<file path="config.mk">
export PLATFORM = sky130hd
export DESIGN_NAME = fpu_opclass
export DESIGN_NICKNAME = d
export VERILOG_FILES = /design/src/rtl/fpu_chk_pkg.sv /design/src/rtl/fpu_opclass.sv
export SDC_FILE = /design/constraint.sdc
export NUM_CORES = 1
export LEC_CHECK = 0
export CORE_AREA = 2 2 39 41
export DETAILED_ROUTE_END_ITERATION = 10
export DIE_AREA = 0 0 41 43
export PLACE_DENSITY = 0.59
export SYNTH_ARGS = -nofsm -noshare
export SYNTH_HDL_FRONTEND = slang
export SYNTH_SLANG_ARGS = --single-unit
</file>
<file path="constraint.sdc">
create_clock -name vclk -period 1.2
set_input_delay 0.18 -clock vclk [all_inputs]
set_output_delay 0.18 -clock vclk [all_outputs]
set_load 0.05 [all_outputs]
</file>
<file path="src/rtl/fpu_chk_pkg.sv">
// fpu_chk_pkg: shared types and constants for the FPU exception-flag checker.
// Revision: 1.0
`default_nettype none

package fpu_chk_pkg;

    typedef struct packed {
        logic is_zero;
        logic is_inf;
        logic is_nan;
    } opclass_t;

    typedef struct packed {
        logic qnan;
        logic inf;
        logic dbz;
        logic zero;
    } exp_flags_t;

    localparam logic [2:0] FPU_ADD = 3'd0;
    localparam logic [2:0] FPU_SUB = 3'd1;
    localparam logic [2:0] FPU_MUL = 3'd2;
    localparam logic [2:0] FPU_DIV = 3'd3;

    localparam int ERR_W       = 5;
    localparam int ERR_QNAN    = 0;
    localparam int ERR_INF     = 1;
    localparam int ERR_DBZ     = 2;
    localparam int ERR_ZERO    = 3;
    localparam int ERR_NAN_OUT = 4;

endpackage

`default_nettype wire

</file>
<file path="src/rtl/fpu_opclass.sv">
// fpu_opclass: combinational zero/inf/NaN classifier for one IEEE-style operand.
// Revision: 1.0
`default_nettype none

module fpu_opclass
    import fpu_chk_pkg::*;
#(
    parameter int EXP_W = 8,
    parameter int MAN_W = 23
) (
    input  logic [EXP_W+MAN_W:0] value,
    output opclass_t             cls
);

    logic [EXP_W-1:0] exp_field;
    logic [MAN_W-1:0] man_field;
    logic             unused_sign;

    assign exp_field   = value[EXP_W+MAN_W-1:MAN_W];
    assign man_field   = value[MAN_W-1:0];
    assign unused_sign = value[EXP_W+MAN_W];

    // Denormals (exp==0, man!=0) fall through as finite non-zero.
    assign cls.is_nan  = (&exp_field) & (|man_field);
    assign cls.is_inf  = (&exp_field) & ~(|man_field);
    assign cls.is_zero = ~(|exp_field) & ~(|man_field);

endmodule

`default_nettype wire

</file>
==> results of run 1 <==
-- cell usage after synthesis --
library cell	number
nor4_1	6
nand4_1	3
nor3_1	3
nand2_1	2
nor4_2	1
o21ba_1	1
or2_2	1
-- critical path: stages --
cell and delay, ps:
dlygate4sd2_1 250, nor4_2 260, nand2_1 120, nor3_4 230, buf_12 160
-- layout make-up --
type / count / area (um2) / area share [%]
Multi-Input combinational cell: 17 / 210 / 36.9
Timing Repair Buffer: 36 / 339 / 59.6
Tap cell: 16 / 20.0 / 3.52
-- stage by stage --
stage | instance area (um2) | utilization [%]
detailed placement | 546 | 39.4
global placement | 546 | 39.4
floorplan | 160 | -
CTS | 568 | 41.0
finish | 569 | 41.1
global route | 569 | 41.1
-- cell families (layout without fill, tap and decap cells) --
kind of cell           Yosys count  count (layout)  share of synthesized area [%]
AOI/OAI and AO/OA                1               1                           9.30
buffers and inverters            0              36                              0
and+or+nand+nor                 16              16                           90.7
-- power by group --
group	switching [mW]	internal (mW)	total (mW)
logic	0.0376	0.0705	0.108
clock network	0	0	0
registers	0	0	0
-- metal layers --
layer	vias to the layer above	GRT usage, %
met5	-	0
met4	0	0
met3	0	1.57
met2	23	16.3
met1	129	9.55
li1	148	-
-- timing repair --
item                                    in CTS  in global routing
endpoints found under the setup margin       3                  3
gates resized for setup                     81                 15
buffers inserted                             1                  0
pin swaps                                   14                 10
hold buffers                                 0                  0
hold endpoints to repair                     0                  0
-- worst max path at each step --
stage	start	endpoint	slack [ps]	cells after the start
after floorplan	value[1]	cls[1]	-120	3
after global placement	value[10]	cls[2]	-530	6
after detailed placement	value[10]	cls[1]	-550	6
after CTS	value[19]	cls[1]	-250	6
after global routing	value[16]	cls[1]	-250	6
final	value[30]	cls[2]	-190	5
==> results.yml, run 1 <==
floorplan:
  die-area_um2: 1760
  fp.dieH_um: 43
  start_util_pct: 7.78
  die_x_um: 41
  rows: 14
  core_um2: 1380
  ioPinCount: 35
finish:
  layout_common_cells: "dlygate4sd2_1, clkdlybuf4s15_1, buf_6"
  finalNonFillerCells: 69
  clkbuf_count: 0
  seq_cells: 0
  register_area_um2: 0
  syn_to_final_growth_pct: 429
  fill_cells: 153
  antennaDiodeCount: 0
  num-nets-final: 87
  layout-drive-gt1-share_pct: 62.3
route:
  m1WireLength_um: 206
  remaining_drc_errors: 0
  wl_met3_um: 149
  dr_wl_met2_um: 354
  drt_iter0_drc: 0
  via_per_inst: 4.35
  dr_total_vias: 300
  top_layer: "met3"
  wl_per_cell_um: 10.3
  final_antenna_net_count: 0
  totalWireLength_um: 710
  drt_pre_antenna_iters: 1
sta:
  setup_viol_count_final: 3
  whs_ps: 808
  worst_slew_pin_slew_ps: 242
  fin_setup_tns_ps: -533
  fmaxAchievable_mhz: 721
  slew_headroom_pct: 83.7
  rsz0062_at_grt: "true"
  fin_crit_ps: 1390
  fin_ws_ps: -187
  final_max_slew_viol_count: 0
  finalCritPeriodShare_pct: 116
  hold_viol_final: 0
placement:
  pre_cts_slack_ps: -552
  dp.cells: 68
  dp_hpwl_um: 625
  gp_congestion: 0.562
  portBuffers: 34
pwr:
  total_power_mw: 0.108
  ir_worst_vdd_uv: 57.7
  power_density_nw_per_um2: 190
  p_leak_nw: 0.239
synthesis:
  synth_top_area_share_pct: 34.9
  syn_inst: 17
  avgSynthCellArea_um2: 6.33
  yosysWarnings: 0
  yosysSeqAreaShare_pct: 0
  syn_area_um2: 108
  ys_types: 7
  netlist.top_cell.by_area: "nor4_1"
  synth.top_cells.by_area: "nor4_1, nand4_1, nor3_1"
  syn_nets: 49
worst_setup_path:
  end_kind: "primary output"
  arrival_ps: 1210
  critical_path_required_ps: 1020
  start_kind: "primary input"
  crit_type: "in -> out"
  cp_max_fo: 2
global_routing:
  antenna_found_initial: 0
  track_usage_pct: 8.51
  grt_pass1_wl_mm: 1.12
  grt-ovfl-total: 0
  grt_max_degree: 4
  grt_pass1_vias: 305
flow_run:
  cap_violations: 0
min_path:
  hp-start: "value[4]"
  min_to: "cls[1]"
  min_path_type: "in -> out"
  min_path_cells: 5
outcome:
  status: "complete, but fails checks"
  violations: "setup timing"
Note: power is estimated with default switching activity, not from simulation.
==> inputs of run 2 (changes only) <==
--- a/config.mk
+++ b/config.mk
@@ -5,6 +5,7 @@
 export SDC_FILE = /design/constraint.sdc
 export NUM_CORES = 1
 export LEC_CHECK = 0
+export ABC_CLOCK_PERIOD_IN_PS = 1200
 export CORE_AREA = 2 2 39 41
 export DETAILED_ROUTE_END_ITERATION = 10
 export DIE_AREA = 0 0 41 43
==> results of run 2 <==
No change in the layout: final DEF, timing and power equal those of run 1.
==> inputs of run 3 (changes only) <==
--- a/config.mk
+++ b/config.mk
@@ -10,6 +10,7 @@
 export DETAILED_ROUTE_END_ITERATION = 10
 export DIE_AREA = 0 0 41 43
 export PLACE_DENSITY = 0.59
+export SETUP_SLACK_MARGIN = 0.05
 export SYNTH_ARGS = -nofsm -noshare
 export SYNTH_HDL_FRONTEND = slang
 export SYNTH_SLANG_ARGS = --single-unit
==> results of run 3 <==
No change in the layout: final DEF, timing and power equal those of run 1.
